**config.mk**
```make
export PLATFORM = sky130hd
export DESIGN_NAME = simd_accum
export DESIGN_NICKNAME = d
export VERILOG_FILES = /design/src/rtl/simd_accum.sv
export SDC_FILE = /design/constraint.sdc
export NUM_CORES = 1
export LEC_CHECK = 0
export BUFFER_PORTS_ARGS = -buffer_cell sky130_fd_sc_hd__buf_4
export CAP_MARGIN = 15
export CORE_UTILIZATION = 40
export CTS_BUF_LIST = sky130_fd_sc_hd__clkbuf_16
export DETAILED_ROUTE_END_ITERATION = 16
export GPL_ROUTABILITY_DRIVEN = 0
export GPL_TIMING_DRIVEN = 0
export PLACE_DENSITY = 0.68
export SLEW_MARGIN = 20
export SYNTH_ARGS = -nofsm -noshare
export SYNTH_HDL_FRONTEND = slang
export SYNTH_SLANG_ARGS = --single-unit
```
**constraint.sdc**
```tcl
create_clock -name clk -period 3.4 [get_ports clk]
set_input_delay 0.85 -clock clk [delete_from_list [all_inputs] [get_ports clk]]
set_output_delay 0.85 -clock clk [all_outputs]
set_load 0.01 [all_outputs]
```
**src/rtl/simd_accum.sv**
```systemverilog
`default_nettype none
// ============================================================================
// Module   : simd_accum
// Purpose  : Accumulates a packet of packed SIMD ALU result beats. Each beat
//            is added lane by lane (4x8, 2x16 or 1x32, signed, with no carry
//            between lanes). The add either wraps or saturates. Each byte lane
//            has a sticky overflow flag. The packet result is held until the
//            downstream handshake completes.
// Ports    : clk, rst (async, active-high)
//            in_valid/in_ready/in_data/in_width/in_saturate/in_last - beat in
//            out_valid/out_ready/out_data/out_flags/out_beats      - result out
// Revision : 1.0 - initial release
// ============================================================================
module simd_accum #(
  parameter int CNT_W = 8
) (
  input  logic             clk,
  input  logic             rst,
  input  logic             in_valid,
  output logic             in_ready,
  input  logic [31:0]      in_data,
  input  logic [1:0]       in_width,
  input  logic             in_saturate,
  input  logic             in_last,
  output logic             out_valid,
  input  logic             out_ready,
  output logic [31:0]      out_data,
  output logic [3:0]       out_flags,
  output logic [CNT_W-1:0] out_beats
);

  typedef enum logic [1:0] {
    IDLE  = 2'd0,
    ACCUM = 2'd1,
    HOLD  = 2'd2
  } state_t;

  state_t           r_state;
  state_t           w_state_nxt;
  logic [31:0]      r_acc;
  logic [3:0]       r_flags;
  logic [CNT_W-1:0] r_beats;
  logic [1:0]       r_width;   // stored normalised: 3 is folded into 2
  logic             r_sat;
  logic             w_accept;

  // Candidate sums for every lane width. The captured width selects one.
  logic [31:0] w_sum8, w_sum16, w_sum32, w_sum;
  logic [3:0]  w_ovf8, w_ovf_sel;
  logic [1:0]  w_ovf16;
  logic        w_ovf32;

  // Signed overflow: both operands have the same sign, but the sum's sign differs.
  generate
    for (genvar i = 0; i < 4; i++) begin : g_lane8
      logic [7:0] w_a, w_b, w_s;
      assign w_a = r_acc[8*i +: 8];
      assign w_b = in_data[8*i +: 8];
      assign w_s = w_a + w_b;
      assign w_ovf8[i] = (w_a[7] == w_b[7]) && (w_s[7] != w_a[7]);
      assign w_sum8[8*i +: 8] = (r_sat && w_ovf8[i]) ? (w_a[7] ? 8'h80 : 8'h7F) : w_s;
    end
    for (genvar i = 0; i < 2; i++) begin : g_lane16
      logic [15:0] w_a, w_b, w_s;
      assign w_a = r_acc[16*i +: 16];
      assign w_b = in_data[16*i +: 16];
      assign w_s = w_a + w_b;
      assign w_ovf16[i] = (w_a[15] == w_b[15]) && (w_s[15] != w_a[15]);
      assign w_sum16[16*i +: 16] = (r_sat && w_ovf16[i]) ?
                                   (w_a[15] ? 16'h8000 : 16'h7FFF) : w_s;
    end
  endgenerate

  logic [31:0] w_s32;
  assign w_s32   = r_acc + in_data;
  assign w_ovf32 = (r_acc[31] == in_data[31]) && (w_s32[31] != r_acc[31]);
  assign w_sum32 = (r_sat && w_ovf32) ? (r_acc[31] ? 32'h8000_0000 : 32'h7FFF_FFFF) : w_s32;

  always_comb begin
    w_sum     = w_sum32;
    w_ovf_sel = {4{w_ovf32}};
    case (r_width)
      2'd0: begin
        w_sum     = w_sum8;
        w_ovf_sel = w_ovf8;
      end
      2'd1: begin
        w_sum     = w_sum16;
        w_ovf_sel = {{2{w_ovf16[1]}}, {2{w_ovf16[0]}}};
      end
      default: begin
        w_sum     = w_sum32;
        w_ovf_sel = {4{w_ovf32}};
      end
    endcase
  end

  assign w_accept = in_valid && in_ready;

  // State register
  always_ff @(posedge clk or posedge rst) begin
    if (rst) r_state <= IDLE;
    else     r_state <= w_state_nxt;
  end

  // Next state and handshake outputs
  always_comb begin
    w_state_nxt = r_state;
    in_ready    = 1'b1;
    out_valid   = 1'b0;
    case (r_state)
      IDLE: begin
        if (w_accept) w_state_nxt = in_last ? HOLD : ACCUM;
      end
      ACCUM: begin
        if (w_accept && in_last) w_state_nxt = HOLD;
      end
      HOLD: begin
        in_ready  = 1'b0;
        out_valid = 1'b1;
        if (out_ready) w_state_nxt = IDLE;
      end
      default: w_state_nxt = IDLE;
    endcase
  end

  // Accumulator datapath. A beat accepted in IDLE starts a new packet.
  always_ff @(posedge clk or posedge rst) begin
    if (rst) begin
      r_acc   <= '0;
      r_flags <= '0;
      r_beats <= '0;
      r_width <= '0;
      r_sat   <= 1'b0;
    end else if (w_accept) begin
      if (r_state == IDLE) begin
        r_acc   <= in_data;
        r_flags <= '0;
        r_beats <= CNT_W'(1);
        r_width <= (in_width == 2'd3) ? 2'd2 : in_width;
        r_sat   <= in_saturate;
      end else begin
        r_acc   <= w_sum;
        r_flags <= r_flags | w_ovf_sel;
        if (r_beats != {CNT_W{1'b1}}) r_beats <= r_beats + CNT_W'(1);
      end
    end
  end

  assign out_data  = r_acc;
  assign out_flags = r_flags;
  assign out_beats = r_beats;

endmodule
`default_nettype wire

```
Yosys cells after proc, flatten, opt, wreduce, memory -nomap -nowiden
Cells that the tools add are included.
- logic and storage cells: 84
- bits in latches: 0
- memory bits (writable): 0
- bits in read-only memories: 0
- register bits: 49
- input bits: 40
- output and inout bits: 46
- memories: 0
- bitwise gates (word level): 1
- $mul: 0
- reductions and logical operators: 22
- eq/ne operators: 19
- mux-type cells: 28
- shift operators: 0
- add/subtract/negate cells: 8
- magnitude comparators: 0
- div/mod/pow operators: 0
- operators by type and width (operator ; number):
    2-to-1 mux 32 bit ; 3
    2-to-1 mux 8 bit ; 10
    2-to-1 mux 16 bit ; 4
    one-hot mux 32 bit (2 select lines) ; 1
    adder 16 bit ; 2
    adder 32 bit ; 1
    adder 8 bit ; 4
    logical AND 1 bit ; 16
    2-to-1 mux 2 bit ; 5
    adder 8 x 1 -> 8 bit (second input constant) ; 1
    inequality test 8 bit (second input constant) ; 1
    one-hot mux 4 bit (2 select lines) ; 1
    inequality test 1 bit ; 7
    inequality test 2 bit (second input constant) ; 3
    one-hot mux 2 bit (3 select lines) ; 1
    == test 1 bit ; 4
    == test 2 x 1 -> 1 bit (second input constant) ; 2
    == test 2 bit (second input constant) ; 2
    logical NOT 2 bit ; 2
    2-to-1 mux 4 bit ; 1
    OR 4 bit ; 1
    AND reduction 2 bit ; 2
    AND reduction 3 bit ; 1
    2-to-1 mux 1 bit ; 2
    nonzero test 2 bit ; 1

Longest topological paths before layout
Gate-level depths: netlist (run 1).
- word-level depth: 7
- mapped depth: 12
- mapped depth without buffers: 12

Worst setup path after synthesis (run 1)
Ideal clock, no wire load.
- path type: input -> register
- from: in in_data[1]
- to: reg r_acc[1] (netlist: out_data[1])
- buffers on the path: 1
- stages on the path: 11
- setup time: 141 ps
- data arrival time: 3219 ps
- slack: 40 ps
- required time: 3259 ps
- cell sequence: ha_1 -> a211o_1 -> a2111o_1 -> nand3_2 -> nand2_4 -> a21oi_4 -> o211ai_2 -> or2_1 -> buf_2 -> a41oi_4 -> a221oi_2
- longest elaborated chain between the ends: 7
- elaborated cells between the ends (all ways): 17
- classes of those cells: 3 x add/sub; 3 x eq/ne; 5 x mux; 6 x reduce/logical
- ends and longest elaborated chain (item ; RTL line ; source):
    from (decl) ; 21 ; input logic [31:0] in_data,
    adder 32 bit (tied with other cells) ; 75 ; assign w_s32 = r_acc + in_data;
    inequality test 1 bit (on tied branches) ; 76, 60, 68 ;
    logical AND 1 bit (on tied branches) ; 76, 60, 68 ;
    logical AND 1 bit (on tied branches) ; 77, 61, 69 ;
    2-to-1 mux 32 bit (tied with other cells) ; 77 ; assign w_sum32 = (r_sat && w_ovf32) ? (r_acc[31] ? 32'h8000_0000 : 32'h7FFF_FFFF) : w_s32;
    one-hot mux 32 bit (2 select lines) ; 82 ; case (r_width)
    2-to-1 mux 32 bit * ; 136 ; if (r_state == IDLE) begin
    to (signal assigned) ; 137 ; r_acc <= in_data;
    to (signal assigned) ; 143 ; r_acc <= w_sum;
    to (decl) ; 40 ; logic [31:0] r_acc;
Every way passes the cells marked *; elsewhere a longest branch is shown, timed or not.
A chain may end at the register's enable or synchronous reset.

Worst setup path in the final report (run 1)
Same ends and word-level chain as after synthesis.

==> impl_metrics.json, run 1 <==
{
  "timing.final.crit_share": 0.985,
  "critPathKind": "primary input to flip-flop",
  "n_fill_cell": 1288,
  "synth_area_leaders": "dfrtp_1 23%, a21oi_1 8.0%, o21ai_0 7.7%, ha_1 7.5%, xnor2_1 5.1%",
  "clock_skew_ps": 9.18,
  "tightest_slew_ps": 1000,
  "drt-total-wl_um": 17600,
  "synth-main-ff-cell": "dfrtp_1",
  "r2r-end": "out_data[23]$_DFFE_PP0P_",
  "synthCells": 714,
  "ys_ff_latch": 49,
  "drt-met1-wl_um": 8060,
  "clockRootBuffer": "clkbuf_16",
  "grt.overflow.total": 0,
  "grt_pass1_wl_um": 28300,
  "num_rows": 41,
  "critPathMaxStageDelay_ps": 430,
  "r2r-start": "out_data[23]$_DFFE_PP0P_",
  "tns_ps": 0,
  "crit_fanout": 7,
  "top_layer": "met4",
  "maxCapViolCount": 0,
  "grt_pass1_vias": 5473,
  "numCtsBuffers": 5,
  "max_freq_ghz": 0.299,
  "antenna_found_initial": 0,
  "core_mm2": 0.0128,
  "cts_sinks": 49,
  "synthArstFlopShare": 1.00,
  "netlist_area_mm2": 0.00533,
  "ys.warnings.count": 0,
  "dieHeight_um": 117,
  "grt_use_total": 0.257,
  "yosysTopAreaCellShare": 0.230,
  "critPathBufInv": 3,
  "endpoint_kind": "flip-flop",
  "avgSynthCellArea_um2": 7.46,
  "period_minus_slack_ps": 3350,
  "cts_tree": "done",
  "yosysSeqAreaShare": 0.230,
  "start_util": 0.415,
  "clk_pin_slew_ps": 80,
  "n_antenna_cell": 0,
  "synth_top_area_cell": "dfrtp_1",
  "clk_path_buf_depth": 2,
  "dp_hpwl_um": 12900,
  "setup_viol": 0,
  "slew_headroom": 0.326,
  "vias_per_cell": 5.86,
  "drtAntennaViolNets": 0,
  "arrival_ps": 3500,
  "numPortBuffers": 85,
  "die_area_mm2": 0.0138,
  "irDropWorstVdd_mv": 0.321,
  "synth_cell_types": 65,
  "synth_edf_count": 0,
  "synthTopCellsByCount": "85 x a21oi_1, 82 x o21ai_0, 61 x nand2_1",
  "p_leak_nw": 2.79,
  "hold_start": "r_state[1]$_DFFE_PP0P_",
  "slew_violations": 0,
  "route.detailed.drc": 0,
  "num_io_pins": 86,
  "drt-wirelength-per-cell_um": 17.9,
  "multi_input_area_mm2": 0.00400,
  "die_w_um": 117,
  "status": "complete, no violations",
  "r2r_cells": 11,
  "cp-start-kind": "primary input",
  "hold_viol": 0,
  "synth_nets": 790,
  "wl_met2_um": 7960,
  "cp.required_ps": 3560,
  "num_vias": 5754,
  "nets": 885,
  "wl_met3_um": 1190,
  "min_path_cells": 1,
  "yosysMostFrequentCell": "a21oi_1",
  "cts.htree.levels": 2,
  "layout-drive-gt1-share": 0.207,
  "area.growth.synth_to_final_pct": 23.9,
  "critPathTopFamily": "compound AO/OA/AOI/OAI gates",
  "drt_iter0_drc": 473,
  "ctsHoldBuffers": 0,
  "rsz0062_at_grt": "yes",
  "slowest_stage": "a2111o_1",
  "power_density_mw_per_mm2": 966,
  "insertion_delay_ps": 310,
  "grt_max_degree": 50,
  "drt_pre_antenna_iters": 5,
  "timing.critical_path.cells": "buf_4 > ha_1 > a211o_1 > a2111o_1 > nand3_4 > nand2_4 > a21oi_4 > o211ai_2 > or2_1 > buf_2 > a41oi_4 > buf_12 > a221oi_2",
  "reg2reg_setup_slack_ps": 190,
  "worst_hold_slack_ps": 502,
  "whs_endpoint": "r_state[0]$_DFFE_PP0P_",
  "worstHoldPathType": "flip-flop to flip-flop",
  "register_area_mm2": 0.00123
}
-- layout by cell type, fill, tap and decap left out, drive strengths merged, types with 14 or more instances in the layout --
| master | netlist | final |
|---|---|---|
| buf | 13 | 104 |
| a21oi | 91 | 91 |
| o21ai | 86 | 86 |
| nand2 | 62 | 62 |
| dfrtp | 49 | 49 |
| nor2 | 44 | 44 |
| inv | 34 | 36 |
| ha | 32 | 32 |
| xnor2 | 31 | 31 |
| nor3 | 29 | 29 |
| clkbuf | 27 | 29 |
| nand4 | 15 | 15 |
| or3 | 15 | 15 |
| a21o | 14 | 14 |
| xor2 | 14 | 14 |
-- what timing repair did --
action	in CTS	in global routing
buffers inserted	6	3
pin swaps	4	8
resized for setup	22	29
setup endpoints to repair	31	35
-- area by class of cell --
class,instances,share of cell area
plain buffers,34,0.0241
clock buffers,5,0.0190
clock inverters,3,0.00436
inverters,34,0.0197
multi-input cells,591,0.606
flip-flops and latches,49,0.186
well taps,172,0.0326
repair buffers,94,0.109
-- flip-flops by register name (all words and copies together), names as in the netlist --
register and flops:
r_state 2, r_width 2, out_beats 8, out_flags 4
out_data 32, r_sat 1
-- report_power, final --
part / switching (mW) / total (mW) / internal [mW]
Combinational: 2.77 / 4.74 / 1.97
Sequential: 0.249 / 1.07 / 0.818
Clock: 0.283 / 0.567 / 0.284
-- stage by stage --
step	std cells	setup WS, ps	power [mW]	util	instance area [um2]
after floorplan	714	40.2	4.16	-	5330
after global placement	971	-783	5.34	0.482	6180
after detailed placement	971	-776	5.37	0.482	6180
after CTS	985	-28.8	6.10	0.504	6460
after global routing	982	-25.8	6.91	0.515	6600
final	982	52.3	6.37	0.515	6600
-- layer usage --
metal	vias to the layer above	global-route usage
met3	27	0.0491
met5	-	0
met1	2718	0.351
met4	0	0.0958
li1	2809	-
met2	200	0.398
-- worst max-delay path by stage --
stage | from | end | slack (ps) | cells after the start
finish | in_data[1] | out_data[1]$_DFFE_PP0P_ | 50 | 13
global route | in_data[26] | out_data[1]$_DFFE_PP0P_ | -30 | 14
CTS | in_data[0] | out_data[28]$_DFFE_PP0P_ | -30 | 13
detailed placement | in_data[26] | out_data[28]$_DFFE_PP0P_ | -780 | 12
global placement | in_data[26] | out_data[28]$_DFFE_PP0P_ | -780 | 12
floorplan | in_data[1] | out_data[1]$_DFFE_PP0P_ | 40 | 11
-- logic make-up (layout without fill, tap and decap cells) --
family / after synthesis / after routing / share of synthesized area
and+or+nand+nor: 224 / 224 / 0.207
adders and majority gates: 36 / 36 / 0.0902
DFF: 49 / 49 / 0.230
AOI/OAI and AO/OA: 281 / 281 / 0.332
muxes: 5 / 5 / 0.00987
buffers and inverters: 74 / 170 / 0.0559
xor gates and xnor gates: 45 / 45 / 0.0740
(Power assumes the default switching activity.)
==> run 2, diff against run 1 <==
--- a/config.mk
+++ b/config.mk
@@ -7,12 +7,14 @@
 export LEC_CHECK = 0
 export BUFFER_PORTS_ARGS = -buffer_cell sky130_fd_sc_hd__buf_4
 export CAP_MARGIN = 15
+export CELL_PAD_IN_SITES_DETAIL_PLACEMENT = 1
+export CELL_PAD_IN_SITES_GLOBAL_PLACEMENT = 1
 export CORE_UTILIZATION = 40
 export CTS_BUF_LIST = sky130_fd_sc_hd__clkbuf_16
 export DETAILED_ROUTE_END_ITERATION = 16
 export GPL_ROUTABILITY_DRIVEN = 0
 export GPL_TIMING_DRIVEN = 0
-export PLACE_DENSITY = 0.68
+export PLACE_DENSITY = 0.86
 export SLEW_MARGIN = 20
 export SYNTH_ARGS = -nofsm -noshare
 export SYNTH_HDL_FRONTEND = slang
==> run 2 against run 1 <==
Die area unchanged. Worst hold slack improved by 6.0 ps. Sequential cell count is the same. Sequential power is essentially flat. Count of clock-buffer cells in the layout stayed put. Via count grew 11%. Largest cell class unchanged. Highest routed layer unchanged. Wire length rose by 27%. Global-route usage up 5.8 points. Final area is 1.9% higher. Register-to-register slack worse by 110 ps. Clock power grew 24%. Sequential share of layout area shrank 0.35 points.
==> impl_metrics.json, run 2 (synthesis results as in run 1) <==
{
  "grt_use_total": 0.315,
  "layout-drive-gt1-share": 0.225,
  "whs_endpoint": "r_state[0]$_DFFE_PP0P_",
  "area.growth.synth_to_final_pct": 26.3,
  "r2r-start": "out_data[23]$_DFFE_PP0P_",
  "die_area_mm2": 0.0138,
  "n_antenna_cell": 0,
  "cts_sinks": 49,
  "cts.htree.levels": 2,
  "mostFrequentLayoutCell": "buf_4",
  "setup_viol": 0,
  "num_rows": 41,
  "cp.required_ps": 3590,
  "drt-total-wl_um": 22300,
  "n_fill_cell": 1616,
  "r2r-end": "out_data[28]$_DFFE_PP0P_",
  "tightest_slew_ps": 905,
  "dp_worst_setup_slack_ps": -875,
  "cp-start-kind": "primary input",
  "num_io_pins": 86,
  "drt_pre_antenna_iters": 6,
  "min_path_cells": 1,
  "grt_pass1_wl_um": 34600,
  "irDropWorstVdd_mv": 0.336,
  "drt_iter0_drc": 689,
  "num_vias": 6411,
  "dp_hpwl_um": 15400,
  "vias_per_cell": 6.50,
  "largest_reg_flops": 32,
  "core_mm2": 0.0128,
  "endpoint_kind": "flip-flop",
  "dieHeight_um": 117,
  "clk_path_buf_depth": 2,
  "clk_pin_slew_ps": 70,
  "nets": 890,
  "drtAntennaViolNets": 0,
  "r2r_cells": 11,
  "critPathMaxStageDelay_ps": 430,
  "slew_headroom": 0.397,
  "worstHoldPathType": "flip-flop to flip-flop",
  "ctsHoldBuffers": 0,
  "tns_ps": 0,
  "start_util": 0.415,
  "timing.final.crit_share": 0.999,
  "p_leak_nw": 2.84,
  "insertion_delay_ps": 320,
  "hold_start": "r_state[1]$_DFFE_PP0P_",
  "clock_skew_ps": 9.82,
  "grt_pass1_vias": 6610,
  "slew_violations": 0,
  "numPortBuffers": 85,
  "crit_fanout": 3,
  "maxCapViolCount": 0,
  "worst_slack_ps": 4.90,
  "antenna_found_initial": 0,
  "die_w_um": 117,
  "status": "complete, no violations",
  "power_density_mw_per_mm2": 1030,
  "cts_tree": "done",
  "period_minus_slack_ps": 3400,
  "grt.overflow.total": 0,
  "max_freq_ghz": 0.295,
  "final_cell_mix": "102 x buf_4, 76 x a21oi_1, 74 x o21ai_0",
  "clockRootBuffer": "clkbuf_16",
  "crit_path_frequent_cell": "a21oi_2",
  "grt_max_degree": 50,
  "hold_viol": 0,
  "numCtsBuffers": 5,
  "critPathKind": "primary input to flip-flop",
  "slowest_stage": "fa_1",
  "route.detailed.drc": 0,
  "reg2reg_setup_slack_ps": 80,
  "timing.critical_path.cells": "buf_4 > ha_1 > inv_1 > fa_1 > nor2b_2 > o2111ai_1 > a21oi_2 > o21ai_2 > a21oi_2 > a31oi_1 > xnor2_1 > a2111oi_2 > nor3_1",
  "drt-wirelength-per-cell_um": 22.6,
  "arrival_ps": 3580
}
## run 2: changes by cell type in the layout (fill, tap and decap cells not counted), moves of 2 or more
cell       before  now
bufinv_16       0    2
a211oi_2        0    3
a211oi_1       10    7
buf_4          96  102
## run 2: report_power, final
group	total (mW)	leakage (nW)	switching (mW)	internal [mW]
Clock	0.703	0.0944	0.277	0.426
Combinational	5.16	2.16	3.15	2.02
Sequential	1.09	0.582	0.272	0.817
## run 2: worst max-delay path by stage
| stage | start | endpoint | slack, ps | cells after the start |
|---|---|---|---|---|
| 3_3_place_gp | in_data[0] | out_data[28]$_DFFE_PP0P_ | -770 | 13 |
| 4_1_cts | in_data[19] | out_data[28]$_DFFE_PP0P_ | -20 | 12 |
| 2_1_floorplan | in_data[1] | out_data[1]$_DFFE_PP0P_ | 40 | 11 |
| 5_1_grt | in_data[26] | out_data[19]$_DFFE_PP0P_ | -60 | 13 |
| 3_5_place_dp | in_data[26] | out_data[28]$_DFFE_PP0P_ | -870 | 12 |
| 6_report | in_data[0] | out_data[28]$_DFFE_PP0P_ | 5 | 13 |
## run 2: cell type report
cell class / instances / area [um2] / area share
clock inverter: 3 / 68.8 / 0.0102
clock buffer: 5 / 125 / 0.0186
buffer: 34 / 159 / 0.0236
tap: 172 / 215 / 0.0320
timing repair buffer: 99 / 756 / 0.112
multi-input combinational: 591 / 4050 / 0.602
inverter: 34 / 130 / 0.0193
sequential: 49 / 1230 / 0.182
## run 2: through the flow
stage | instances | utilization | power [mW] | hold WS, ps | area (um2)
2_1_floorplan | 714 | - | 4.16 | 459 | 5330
6_report | 987 | 0.525 | 6.96 | 508 | 6730
3_5_place_dp | 971 | 0.482 | 5.57 | 499 | 6180
5_1_grt | 987 | 0.525 | 7.35 | 528 | 6730
4_1_cts | 984 | 0.514 | 6.59 | 510 | 6590
3_3_place_gp | 971 | 0.482 | 5.33 | 473 | 6180
## run 2: worst max-delay path: cells and delay by family
family | cells | cell delay, ps
XOR/XNOR | 1 | 190
adder cells (fa/ha/maj) | 2 | 680
buffers and inverters | 2 | 170
AND/OR/NAND/NOR | 2 | 270
AO/OA/AOI/OAI | 6 | 1430
## run 2: repair_timing
action / in CTS / in global routing
endpoints found under the setup margin: 36 / 35
setup buffers: 9 / 5
pin swaps: 4 / 9
resized for setup: 34 / 32
## run 2: layer usage
metal  routed length (um)  up-vias  track usage
met2                10300      364        0.513
met3                 1710       91       0.0467
met4                 1010        0        0.149
met1                 9320     3148        0.407
li1                     -     2808            -
met5                    0        -            0
==> run 3, diff against run 2 <==
==> constraint.sdc (replaced) <==
create_clock -name clk -period 4.3 [get_ports clk]
set_input_delay 1.075 -clock clk [delete_from_list [all_inputs] [get_ports clk]]
set_output_delay 1.075 -clock clk [all_outputs]
set_load 0.01 [all_outputs]
==> run 3 against run 2 <==
Worst hold slack better by 2.5 ps. Clock power down 21%. Die area unchanged. Sequential cell count unchanged. Clock skew down 2.9 ps. Register-to-register slack better by 520 ps. Sequential power down 22%. Wire length down 7.3%. Global-route usage down 1.1 points. Critical endpoint unchanged.
==> impl_metrics.json, run 3 (synthesis results as in run 1) <==
{
  "status": "complete, no violations",
  "final_cell_mix": "87 x buf_4, 85 x a21oi_1, 82 x o21ai_0",
  "endpoint_kind": "flip-flop",
  "slew_headroom": 0.384,
  "critPathKind": "primary input to flip-flop",
  "insertion_delay_ps": 320,
  "antenna_found_initial": 0,
  "cts_tree": "done",
  "rsz0062_at_grt": "yes",
  "drt_pre_antenna_iters": 5,
  "grt_pass1_vias": 6503,
  "nets": 882,
  "dieHeight_um": 117,
  "drtAntennaViolNets": 0,
  "grt_pass1_wl_um": 33500,
  "drt-wirelength-per-cell_um": 21.1,
  "power_mw": 5.09,
  "dp_worst_setup_slack_ps": -200,
  "p_leak_nw": 2.71,
  "largest_reg_flops": 32,
  "dp_hpwl_um": 15400,
  "cts.htree.levels": 2,
  "clk_path_buf_depth": 2,
  "drt-total-wl_um": 20700,
  "p_clk_frac": 0.109,
  "finish.utilization": 0.498,
  "period_minus_slack_ps": 4180,
  "cts_sinks": 49,
  "worst_slack_ps": 125,
  "irDropWorstVdd_mv": 0.253,
  "max_freq_ghz": 0.240,
  "n_antenna_cell": 0,
  "reg2reg_setup_slack_ps": 600,
  "switching_share": 0.527,
  "r2r-end": "out_data[28]$_DFFE_PP0P_",
  "r2r-start": "out_data[26]$_DFFE_PP0P_",
  "switchingPower_mw": 2.68,
  "tightest_slew_ps": 917,
  "r2r_cells": 11,
  "power_density_mw_per_mm2": 796,
  "clock_skew_ps": 6.96,
  "maxCapViolCount": 0,
  "timing.final.crit_share": 0.971,
  "core_mm2": 0.0128,
  "die_w_um": 117,
  "fin_cells": 979,
  "area.growth.synth_to_final_pct": 20.0,
  "crit_fanout": 10,
  "grt_use_total": 0.304,
  "clockRootBuffer": "clkbuf_16",
  "vias_per_cell": 6.26,
  "layout-drive-gt1-share": 0.166,
  "numPortBuffers": 85,
  "pwr-share-seq": 0.168,
  "start_util": 0.415,
  "cp-start-kind": "primary input",
  "num_io_pins": 86,
  "placed_cells": 971,
  "grt_max_degree": 50,
  "num_rows": 41,
  "worst_hold_slack_ps": 510,
  "num_vias": 6124,
  "route.detailed.drc": 0,
  "cp.required_ps": 4470,
  "critPathLaunch": "in_data[26]",
  "worstHoldPathType": "flip-flop to flip-flop",
  "die_area_mm2": 0.0138,
  "arrival_ps": 4350,
  "hold_viol": 0,
  "power.internal_mw": 2.41,
  "comb_power_share": 0.724,
  "grt.overflow.total": 0,
  "mostFrequentLayoutCell": "buf_4",
  "numCtsBuffers": 5,
  "worstSetupEndpoint": "out_data[28]$_DFFE_PP0P_",
  "slew_violations": 0,
  "drt_iter0_drc": 607,
  "setup_viol": 0,
  "clk_pin_slew_ps": 70,
  "ctsHoldBuffers": 0
}
## run 3: layout make-up
cell class	instances	area, um2
multi-input combinational	591	3820
buffer	40	170
timing repair buffer	85	638
inverter	34	130
clock inverter	3	68.8
clock buffer	5	125
fill	1667	6430
tap	172	215
sequential	49	1230
## run 3: worst min-delay path by stage
stage / slack, ps / to / cells after the start / startpoint
floorplan: 460 / r_state[0]$_DFFE_PP0P_ / 1 / r_state[1]$_DFFE_PP0P_
global placement: 470 / r_state[0]$_DFFE_PP0P_ / 1 / r_state[1]$_DFFE_PP0P_
detailed placement: 500 / r_state[0]$_DFFE_PP0P_ / 1 / r_state[1]$_DFFE_PP0P_
CTS: 510 / r_state[0]$_DFFE_PP0P_ / 1 / r_state[1]$_DFFE_PP0P_
global route: 530 / r_state[0]$_DFFE_PP0P_ / 1 / r_state[1]$_DFFE_PP0P_
finish: 510 / r_state[0]$_DFFE_PP0P_ / 1 / r_state[1]$_DFFE_PP0P_
## run 3: worst max-delay path, stage by stage
cell,delay [ps]
buf_4,110
ha_1,270
buf_2,200
a21oi_1,320
o21ai_0,240
a21oi_1,320
o21ai_0,280
a21oi_4,310
o211ai_2,150
clkbuf_1,320
a2111oi_1,610
nor3_1,130
## run 3: per-layer routing
metal / global-route usage / share of wire
met5: 0 / 0
met4: 0.156 / 0.041
met3: 0.0486 / 0.073
met2: 0.490 / 0.46
met1: 0.389 / 0.43
## run 3: repair_timing
item | in CTS | in global routing
resized for setup | 0 | 4
setup buffers | 0 | 0
endpoints found under the setup margin | 0 | 8
## run 3: metrics by stage
step	cell area (um2)	TNS [ps]
after global placement	6180	-132
after global routing	6390	-241
after CTS	6380	0
after detailed placement	6180	-963
after floorplan	5330	0
final	6390	0
## run 3: power groups by stage
| stage | clock network, mW | registers (mW) | logic, mW |
|---|---|---|---|
| 2_1_floorplan | 0 | 0.887 | 2.40 |
| 3_3_place_gp | 0 | 0.836 | 3.38 |
| 3_5_place_dp | 0 | 0.856 | 3.55 |
| 4_1_cts | 0.562 | 0.848 | 3.59 |
| 5_1_grt | 0.574 | 0.882 | 4.00 |
| 6_report | 0.552 | 0.854 | 3.68 |
